<file path="src/rtl/uart_link_sched.sv">
// Round-robin sequencer sharing one UART transmitter between two byte requesters,
// plus receive-side arming and a valid/ack holding register with overrun detection.
module uart_link_sched #(
   parameter int GAP_CYCLES   = 16,
   parameter int BUSY_TIMEOUT = 1023,
   parameter int CNT_W        = 10
) (
   input  logic       clk,
   input  logic       rst,
   input  logic       req0,
   input  logic [7:0] data0,
   output logic       gnt0,
   input  logic       req1,
   input  logic [7:0] data1,
   output logic       gnt1,
   output logic       uart_init_tx,
   output logic [7:0] uart_data_in,
   input  logic       uart_tx_busy,
   input  logic       rx_en,
   output logic       uart_init_rx,
   input  logic       uart_done,
   input  logic [7:0] uart_data_out,
   output logic [7:0] rx_data,
   output logic       rx_valid,
   input  logic       rx_ack,
   input  logic       err_clr,
   output logic       tx_timeout,
   output logic       rx_overrun
);

   typedef enum logic [2:0] {
      S_IDLE,
      S_LAUNCH,
      S_WAIT_BUSY,
      S_WAIT_DONE,
      S_GAP
   } state_e;

   localparam logic [CNT_W-1:0] TO_LAST  = CNT_W'(BUSY_TIMEOUT);
   localparam logic [CNT_W-1:0] GAP_LAST = (GAP_CYCLES > 0) ? CNT_W'(GAP_CYCLES - 1) : '0;
   localparam state_e           AFTER_TX = (GAP_CYCLES > 0) ? S_GAP : S_IDLE;

   state_e           state_q, state_d;
   logic [CNT_W-1:0] cnt_q, cnt_d, cnt_inc;
   logic             ptr_q, ptr_d;
   logic             gnt0_q, gnt0_d, gnt1_q, gnt1_d;
   logic             init_tx_q, init_tx_d;
   logic [7:0]       data_in_q, data_in_d;
   logic             init_rx_q, init_rx_d;
   logic             done_q;
   logic [7:0]       rx_data_q, rx_data_d;
   logic             rx_valid_q, rx_valid_d;
   logic             tx_timeout_q, tx_timeout_d;
   logic             rx_overrun_q, rx_overrun_d;
   logic             win, to_set, ovr_set, done_rise;

   // ptr_q holds the last winner; on a tie the other requester goes next
   assign win       = (req0 & req1) ? ~ptr_q : req1;
   assign cnt_inc   = (cnt_q == '1) ? cnt_q : cnt_q + 1'b1;
   assign done_rise = uart_done & ~done_q;

   always_comb begin
      state_d   = state_q;
      cnt_d     = cnt_q;
      ptr_d     = ptr_q;
      gnt0_d    = 1'b0;
      gnt1_d    = 1'b0;
      init_tx_d = init_tx_q;
      data_in_d = data_in_q;
      to_set    = 1'b0;
      case (state_q)
         S_IDLE: begin
            if (req0 | req1) begin
               data_in_d = win ? data1 : data0;
               ptr_d     = win;
               gnt0_d    = ~win;
               gnt1_d    = win;
               init_tx_d = 1'b1;
               state_d   = S_LAUNCH;
            end
         end
         S_LAUNCH: begin
            cnt_d   = '0;
            state_d = S_WAIT_BUSY;
         end
         S_WAIT_BUSY: begin
            // init_tx stays up until the core accepts, even if it is busy receiving
            if (uart_tx_busy) begin
               init_tx_d = 1'b0;
               state_d   = S_WAIT_DONE;
            end else if (cnt_q == TO_LAST) begin
               to_set    = 1'b1;
               init_tx_d = 1'b0;
               cnt_d     = '0;
               state_d   = AFTER_TX;
            end else begin
               cnt_d = cnt_inc;
            end
         end
         S_WAIT_DONE: begin
            if (!uart_tx_busy) begin
               cnt_d   = '0;
               state_d = AFTER_TX;
            end
         end
         S_GAP: begin
            cnt_d = cnt_inc;
            if (cnt_q == GAP_LAST) state_d = S_IDLE;
         end
         default: state_d = S_IDLE;
      endcase
   end

   always_comb begin
      init_rx_d  = rx_en & (state_q == S_IDLE) & ~req0 & ~req1;
      rx_data_d  = rx_data_q;
      rx_valid_d = rx_valid_q;
      ovr_set    = 1'b0;
      if (done_rise) begin
         if (!rx_valid_q || rx_ack) begin
            rx_data_d  = uart_data_out;
            rx_valid_d = 1'b1;
         end else begin
            ovr_set = 1'b1;
         end
      end else if (rx_ack) begin
         rx_valid_d = 1'b0;
      end
      tx_timeout_d = to_set  | (tx_timeout_q & ~err_clr);
      rx_overrun_d = ovr_set | (rx_overrun_q & ~err_clr);
   end

   always_ff @(posedge clk) begin
      if (!rst) begin
         state_q      <= S_IDLE;
         cnt_q        <= '0;
         ptr_q        <= 1'b1;
         gnt0_q       <= 1'b0;
         gnt1_q       <= 1'b0;
         init_tx_q    <= 1'b0;
         data_in_q    <= '0;
         init_rx_q    <= 1'b0;
         done_q       <= 1'b0;
         rx_data_q    <= '0;
         rx_valid_q   <= 1'b0;
         tx_timeout_q <= 1'b0;
         rx_overrun_q <= 1'b0;
      end else begin
         state_q      <= state_d;
         cnt_q        <= cnt_d;
         ptr_q        <= ptr_d;
         gnt0_q       <= gnt0_d;
         gnt1_q       <= gnt1_d;
         init_tx_q    <= init_tx_d;
         data_in_q    <= data_in_d;
         init_rx_q    <= init_rx_d;
         done_q       <= uart_done;
         rx_data_q    <= rx_data_d;
         rx_valid_q   <= rx_valid_d;
         tx_timeout_q <= tx_timeout_d;
         rx_overrun_q <= rx_overrun_d;
      end
   end

   assign gnt0         = gnt0_q;
   assign gnt1         = gnt1_q;
   assign uart_init_tx = init_tx_q;
   assign uart_data_in = data_in_q;
   assign uart_init_rx = init_rx_q;
   assign rx_data      = rx_data_q;
   assign rx_valid     = rx_valid_q;
   assign tx_timeout   = tx_timeout_q;
   assign rx_overrun   = rx_overrun_q;

endmodule
</file>
<file path="config.mk">
export PLATFORM = sky130hd
export DESIGN_NAME = uart_link_sched
export DESIGN_NICKNAME = d
export VERILOG_FILES = /design/src/rtl/uart_link_sched.sv
export SDC_FILE = /design/constraint.sdc
export NUM_CORES = 1
export LEC_CHECK = 0
export CAP_MARGIN = 15
export CORE_ASPECT_RATIO = 1.75
export CORE_MARGIN = 4
export CORE_UTILIZATION = 40
export DETAILED_ROUTE_END_ITERATION = 10
export PLACE_DENSITY = 0.7
export SYNTH_ARGS = -nofsm -noshare
export SYNTH_HDL_FRONTEND = slang
export SYNTH_SLANG_ARGS = --single-unit
</file>
<file path="constraint.sdc">
create_clock -name clk -period 2.11 [get_ports clk]
set_input_delay 0.422 -clock clk [delete_from_list [all_inputs] [get_ports clk]]
set_output_delay 0.422 -clock clk [all_outputs]
set_load 0.1 [all_outputs]
</file>
* Word level (Yosys, flattened, before mapping)
Cells that the tools add are included.
Widths: inputs -> output; s select.
** Word-level totals
- Register bits after elaboration :: 38
- Bits of input ports :: 33
- Output and inout port bits :: 23
** Cells by class
- $add $sub $neg :: 1
- Eq/ne operators :: 12
- Mux-type cells :: 25
- Bitwise gates (word level) :: 16
- Reduce and logical (&&, ||, !) cells :: 13
** Operator list (count)
- $mux 10 :: 4
- $pmux 10 s4 :: 1
- $mux 3 :: 5
- $pmux 3 s5 :: 1
- $mux 1 :: 12
- $add 10x1->10 const B :: 1
- $eq 10x10->1 const B :: 1
- $eq 10x4->1 const B :: 1
- $reduce_and 3->1 :: 3
- $mux 8 :: 1
- $ne 2x2->1 const B :: 4
- $and 1x1->1 :: 7
- $eq 3x2->1 const B :: 2
- $not 1->1 :: 6
- $reduce_and 2->1 :: 3
- $reduce_and 4->1 :: 1
- $reduce_bool 2->1 :: 2
- $reduce_bool 4->1 :: 1
- $eq 3x1->1 const B :: 1
- $eq 3x3->1 const B :: 1
- $logic_not 3->1 :: 1
- $ne 3x3->1 const B :: 1
- $or 1x1->1 :: 3
- $ne 2x1->1 const B :: 1
- other kinds (3) :: 3

* Depth between registers and ports, before layout
Gate-level depths: netlist of the first run.
- Depth in word-level cells :: 5
- Depth in mapped cells :: 9
- Gate-level depth less buffers :: 9

* Least setup slack after synthesis of the first run
No wires, ideal clock.
- Path type :: reg-to-reg
- Start point :: reg rx_valid_q, in the netlist rx_valid
- End point :: reg rx_data_q[1], in the netlist rx_data[1]
- Library setup time :: 120 ps
- Arrival :: 1633 ps
- Data required time :: 1990 ps
- Slack :: 357 ps
- Stages on the path, launching flop included :: 6
- Period minus slack after synthesis :: 1753 ps
- Cell sequence :: dfxtp_1 > nand2b_1 > nor2b_1 > buf_2 > mux2i_1 > nor2b_1
** Between the ends
- Cells in the longest elaborated chain, start to end :: 3
** Ends and longest elaborated chain
- start, declared :: line 52 : logic rx_valid_q, rx_valid_d;
- start signal, assigned :: line 159 : rx_valid_q <= rx_valid_d;
- $logic_not 1->1 :: line 120 : if (!rx_valid_q || rx_ack) begin
- $logic_or 1x1->1 :: line 120
- $reduce_and 2->1 (no source line)
- end signal, assigned :: line 158 : rx_data_q <= rx_data_d;
- end, declared :: line 51 : logic [7:0] rx_data_q, rx_data_d;
Every way passes these cells.
A chain may end at the register's enable or synchronous reset.

* Worst setup path in the final report of the first run
- Start point :: reg cnt_q[1]
- End point :: reg cnt_q[0]
** Between the ends
- Cells in the longest elaborated chain, start to end :: 5
** Ends and longest elaborated chain
- start, declared :: line 44 : logic [CNT_W-1:0] cnt_q, cnt_d, cnt_inc;
- start signal, assigned :: line 150 : cnt_q <= cnt_d;
- $eq 10x10->1 (*) :: line 59, 91
- $mux 10 :: line 59 : assign cnt_inc = (cnt_q == '1) ? cnt_q : cnt_q + 1'b1;
- $mux 10 :: line 91 : end else if (cnt_q == TO_LAST) begin
- $mux 10 :: line 88 : if (uart_tx_busy) begin
- $pmux 10 s4 (*) :: line 71 : case (state_q)
Every way passes the cells marked *; elsewhere a longest branch is shown, timed or not. The select of a mux whose other input is x is not followed.

==> impl_metrics.tcl, run 1 <==
set metrics [dict create \
    use_met1 0.153 \
    cts_root_buffer "clkbuf_8" \
    io_pins 56 \
    min_to "ptr_q" \
    power.switching_uw 842 \
    synth_ff_type "dfxtp_1" \
    synthDistinctLibCells 53 \
    drv_slew 0 \
    port_buffers 55 \
    dieArea_sq_um 5790 \
    synth_top_area_share 0.414 \
    reg2reg_setup_slack_ns 0.23 \
    seqPwrFrac 0.392 \
    r2r_start "cnt_q[1]" \
    grt_usage 0.163 \
    synth_area_sq_um 1840 \
    swShare 0.396 \
    outcome "finished clean" \
    place_congestion 0.807 \
    hold_viol_final 0 \
    drc 0 \
    fin_crit_sh 0.889 \
    ys_seq_area_frac 0.414 \
    cpMaxStageDelayCell "dfxtp_1" \
    rsz0062_at_grt "no" \
    final_util 0.564 \
    crit_path_cell_trace "ha_1 -> nand3_2 -> nor3_1 -> inv_1 -> ha_1 -> o22ai_1 -> nand3b_1 -> a21oi_1" \
    synth_area_per_cell_sq_um 9.34 \
    synth_top_area_cell "dfxtp_1" \
    pre_cts_ws_ns 0.0438 \
    cts_max_level 2 \
    vias 1686 \
    ant_nets 0 \
    r2r_end "cnt_q[0]" \
    coreArea_sq_um 4440 \
    max_freq_mhz 533 \
    clk_pin_slew_worst_paths_ns 0.07 \
    placed_cells 303 \
    p_per_area_nw_per_um2 847 \
    placementRows 32 \
    cp_slowest_stage_delay_ns 0.39 \
    start_util 0.414 \
    insertion_delay_ns 0.29 \
    cpMostUsedCell "ha_1" \
    die_w_um 59.3 \
    p_comb_frac 0.362 \
    synth_cells 197 \
    diodes 0 \
    dp_hpwl_mm 3.51 \
    leakagePower_uw 0.000964 \
    met2_usage 0.312 \
    relSlewSlack 0.678 \
    cts_resized 0 \
    cts_buffers 5 \
    antenna_found_initial 0 \
    timing.final.crit_period_ns 1.88 \
    busiest_layer "met2" \
    critPathLaunch "cnt_q[1]" \
    grt_pass1_vias 1680 \
    hp-start "ptr_q" \
    worstSetupPathType "reg2reg" \
    cts_tree "yes" \
    critPathMaxFanout 6 \
    grt_max_degree 17 \
    peakVddDrop_uv 527 \
    synthToLayoutAreaGrowth_pct 36.4 \
    crit_buf_inv 1 \
    fin_cells 311 \
    fp.dieH_um 97.7 \
    worst_pin_slew_ns 0.483 \
    finalWorstSetupSlack_ns 0.234 \
    ys_seq_elements 38 \
    grt_overflow 0 \
    grt_pass1_wl_mm 7.45 \
    clk_path_buf_depth 2 \
    rr_worst_depth 8 \
    final_area_sq_um 2510 \
    cp.required_ns 2.34 \
    via_per_inst 5.42 \
    synth_fp_nets 232 \
    holdPathStages 2 \
    drv_cap 0 \
    drtIter0Drc 35 \
    async_flop_share 0 \
    critPathArrivalTime_ns 2.10 \
    fin_tns_setup_ns 0 \
    end_kind "flip-flop" \
    cts_hold_buf 0 \
    hold_class "reg2reg" \
    place_area_sq_um 2420 \
    fin_worst_skew_ns 0.00524 \
    route.detailed.wl_per_inst_um 14.3 \
    setup_viol 0 \
    cts.sinks 38 \
    ys.warnings.count 0 \
    met3_usage 0.0359 \
    pwr-share-clk 0.246 \
    power.internal_uw 1280 \
    cp_top_family "adder cells" \
    layout-drive-gt1-share 0.204 \
    wl_mm 4.44 \
    cp-start-kind "flip-flop" \
    first_pass_iters 4 \
    cts_setup_buffers 0 \
    synth_edf_count 0 \
    final_nets 294 \
    synth_area_leaders "dfxtp_1 (41%), mux2i_1 (8.7%), nor2b_1 (3.1%), o21ai_0 (3.0%), nand2_1 (2.7%)" \
]
==> cell usage after synthesis (all sizes together) (4+ instances only) <==
master / n
or4: 5
nand2: 13
nand3: 5
buf: 7
clkbuf: 4
a21oi: 11
dfxtp: 38
nand2b: 4
nor2: 6
and2: 4
nor3: 5
nor2b: 9
inv: 7
o31ai: 4
mux2i: 16
o21ai: 14
==> registers in the layout (all words and copies together), names as in the netlist, 3 cells and up <==
signal        flops
cnt_q            10
rx_data           8
uart_data_in      8
state_q           3
==> worst register-to-register path, delay by kind of cell (launching register included) <==
family | cells | cell delay [ns]
flops | 1 | 0.39
simple gates | 3 | 0.55
fa+ha+maj | 2 | 0.55
buf+inv | 1 | 0.09
compound gates | 2 | 0.23
==> cell families after synthesis <==
group,synth area share
multiplexers,0.0871
flip-flops,0.414
AND/OR/NAND/NOR,0.237
buffers and inverters,0.0476
AO/OA/AOI/OAI,0.201
adder cells (fa/ha/maj),0.0136
==> layer usage <==
metal	wire (um)	vias up
met5	0	-
met4	87	0
met3	254	7
met2	2500	50
met1	1590	773
li1	-	856
==> worst max path at each step <==
stage                 end  slack [ns]  cells after the start
5_1_grt          cnt_q[0]      0.0009                      8
2_1_floorplan  rx_data[1]        0.36                      5
3_5_place_dp     cnt_q[5]        0.04                      6
4_1_cts          cnt_q[0]        0.23                      8
3_3_place_gp     cnt_q[5]        0.09                      6
6_report         cnt_q[0]        0.23                      8
==> cells in the final DEF, fill, tap and decap left out, types with 2 or more instances in the layout <==
master	n
a21boi_0	3
o32ai_1	2
o31ai_1	3
nor2_1	6
o22ai_1	3
nand2_1	13
and4_1	2
clkbuf_8	6
or4_1	5
nand3b_1	2
a21oi_2	2
nor3_1	4
nand3_1	3
a31oi_1	3
o21ai_0	11
clkdlybuf4s50_1	32
nor4_1	2
nor2b_1	9
nand3_2	2
and2_1	4
o311a_1	2
nand2b_1	4
ha_1	2
nand4b_1	2
a21oi_1	9
inv_1	7
dfxtp_1	38
o21a_1	2
nand4_1	2
mux2i_1	16
and3_1	2
buf_4	34
o21ai_2	2
==> through the flow <==
step	hold slack (ns)	total power, uW
after floorplan	0.423	1420
after global placement	0.435	1620
after detailed placement	0.445	1630
after CTS	0.457	2150
after global routing	0.486	2220
final	0.452	2130
==> final cells by class <==
| class | instances | area [sq um] |
|---|---|---|
| Fill cell | 403 | 1940 |
| Multi-Input combinational cell | 141 | 991 |
| Sequential cell | 38 | 761 |
| Timing Repair Buffer | 66 | 576 |
| Clock buffer | 7 | 86.3 |
| Tap cell | 51 | 63.8 |
| Inverter | 7 | 26.3 |
| Clock inverter | 1 | 5.00 |
==> power groups by stage <==
stage               clock network (uW)  registers, uW  logic (uW)
floorplan                            0           1160         258
global placement                     0            849         772
detailed placement                   0            850         777
CTS                                537            834         778
global route                       562            844         816
finish                             524            833         769
(Power assumes the default switching activity.)
==> inputs of run 2 (changes only) <==
--- a/config.mk
+++ b/config.mk
@@ -8,3 +8,3 @@
 export CAP_MARGIN = 15
-export CORE_ASPECT_RATIO = 1.75
+export CORE_ASPECT_RATIO = 0.75
 export CORE_MARGIN = 4
==> constraint.sdc (replaced) <==
create_clock -name clk -period 2.11 [get_ports clk]
set_input_delay 0.3165 -clock clk [delete_from_list [all_inputs] [get_ports clk]]
set_output_delay 0.3165 -clock clk [all_outputs]
set_load 0.1 [all_outputs]
==> run 2 against run 1 <==
Die area decreased by 0.55%. Core utilization grew 0.92 points. Largest cell class unchanged. Flip-flop and latch count is the same. Clock power grew 41%. Sequential power is essentially flat. Clock-buffer cell count is 2 lower.
==> impl_metrics.tcl, run 2 (synthesis gave the netlist of run 1 again) <==
set metrics [dict create \
    outcome "finished clean" \
    largest_register_ffs 10 \
    hold_class "reg2reg" \
    clk_pin_slew_worst_paths_ns 0.08 \
    fin_worst_skew_ns 0.00756 \
    grt_max_degree 16 \
    rsz0062_at_grt "no" \
    cts_max_level 2 \
    largest-register "cnt_q" \
    port_buffers 55 \
    cp.required_ns 2.33 \
    leakagePower_uw 0.000975 \
    p_total_uw 2340 \
    cp-start-kind "flip-flop" \
    max_freq_mhz 520 \
    layout_common_cells "dfxtp_1 (38), clkdlybuf4s50_1 (32), buf_4 (32)" \
    clk_path_buf_depth 2 \
    cts.sinks 38 \
    cts_root_buffer "clkbuf_8" \
    drv_slew 0 \
    cts_hold_buf 0 \
    end_kind "flip-flop" \
    met3_usage 0.0420 \
    via_per_inst 5.36 \
    first_pass_iters 4 \
    ant_nets 0 \
    cts_setup_buffers 0 \
    route.detailed.wl_per_inst_um 14.4 \
    use_met1 0.226 \
    cpMaxStageDelayCell "dfxtp_1" \
    drv_cap 0 \
    cp_slowest_stage_delay_ns 0.40 \
    met2_usage 0.251 \
    peakVddDrop_uv 502 \
    wl_mm 4.53 \
    die_w_um 86.3 \
    final_nets 292 \
    critPathMaxFanout 6 \
    p_per_area_nw_per_um2 919 \
    worstSetupPathType "reg2reg" \
    grt_pass1_wl_mm 7.47 \
    drc 0 \
    dieArea_sq_um 5760 \
    cts_buffers 5 \
    place_congestion 0.845 \
    r2r_end "cnt_q[0]" \
    fp.dieH_um 66.7 \
    holdPathStages 2 \
    final_common_cell "dfxtp_1" \
    antenna_found_initial 0 \
    vias 1687 \
    cts_resized 0 \
    fin_tns_setup_ns 0 \
    setup_viol 0 \
    grt_usage 0.163 \
    hold_viol_final 0 \
    min_to "ptr_q" \
    coreArea_sq_um 4440 \
    dp_hpwl_mm 3.34 \
    placementRows 21 \
    fin_crit_sh 0.912 \
    r2r_start "cnt_q[1]" \
    insertion_delay_ns 0.29 \
    grt_pass1_vias 1555 \
    grt_overflow 0 \
    worst_pin_slew_ns 0.495 \
    synthToLayoutAreaGrowth_pct 38.5 \
    busiest_layer "met2" \
    layout-drive-gt1-share 0.202 \
    cts_tree "yes" \
    diodes 0 \
    crit_path_cell_trace "ha_1 -> nand3_2 -> nor3_1 -> inv_1 -> ha_1 -> o22ai_1 -> nand3b_1 -> a21oi_1" \
    reg2reg_setup_slack_ns 0.19 \
    io_pins 56 \
    start_util 0.414 \
    relSlewSlack 0.670 \
    hp-start "ptr_q" \
    drtIter0Drc 54 \
    timing.final.crit_period_ns 1.92 \
    cpMostUsedCell "ha_1" \
    critPathArrivalTime_ns 2.15 \
    rr_worst_depth 8 \
]
-- run 2: how the worst max path moves through the flow --
stage / slack [ns] / to / cells after the start / start
finish: 0.19 / cnt_q[0] / 8 / cnt_q[1]
floorplan: 0.36 / rx_data[1] / 5 / rx_valid
global route: 0.03 / cnt_q[0] / 8 / cnt_q[1]
global placement: 0.11 / cnt_q[3] / 6 / uart_tx_busy
CTS: 0.23 / cnt_q[0] / 8 / cnt_q[1]
detailed placement: 0.09 / cnt_q[3] / 6 / uart_tx_busy
-- run 2: cell type report --
type | instances | area [sq um]
repair buffers | 64 | 561
flip-flops and latches | 38 | 761
clock buffers | 5 | 68.8
inverters | 7 | 26.3
fillers | 399 | 1890
multi-input cells | 141 | 991
well taps | 57 | 71.3
clock inverters | 3 | 68.8
-- run 2: worst max-delay path, delay by kind of cell (launching register included) --
| family | cells | cell delay [ns] |
|---|---|---|
| adder cells (fa/ha/maj) | 2 | 0.57 |
| AO/OA/AOI/OAI | 2 | 0.24 |
| flip-flops | 1 | 0.40 |
| buffers and inverters | 1 | 0.10 |
| AND/OR/NAND/NOR | 3 | 0.56 |
-- run 2: where the power goes --
part	internal [uW]	switching, uW
Clock	474	265
Sequential	781	50.1
Combinational	234	539
-- run 2: metal layers --
metal | wire length [um] | part of all wire
met5 | 0 | 0
met4 | 25 | 0.0055
met3 | 390 | 0.086
met2 | 2030 | 0.45
met1 | 2090 | 0.46
-- run 2: metrics by stage --
stage / utilization / instance area [sq um] / setup WS, ns / cells / hold WS (ns)
final: 0.574 / 2550 / 0.185 / 315 / 0.455
after global routing: 0.574 / 2550 / 0.0258 / 315 / 0.474
after CTS: 0.574 / 2550 / 0.225 / 315 / 0.458
after detailed placement: 0.543 / 2410 / 0.0882 / 307 / 0.445
after global placement: 0.543 / 2410 / 0.106 / 307 / 0.437
after floorplan: - / 1840 / 0.357 / 197 / 0.423
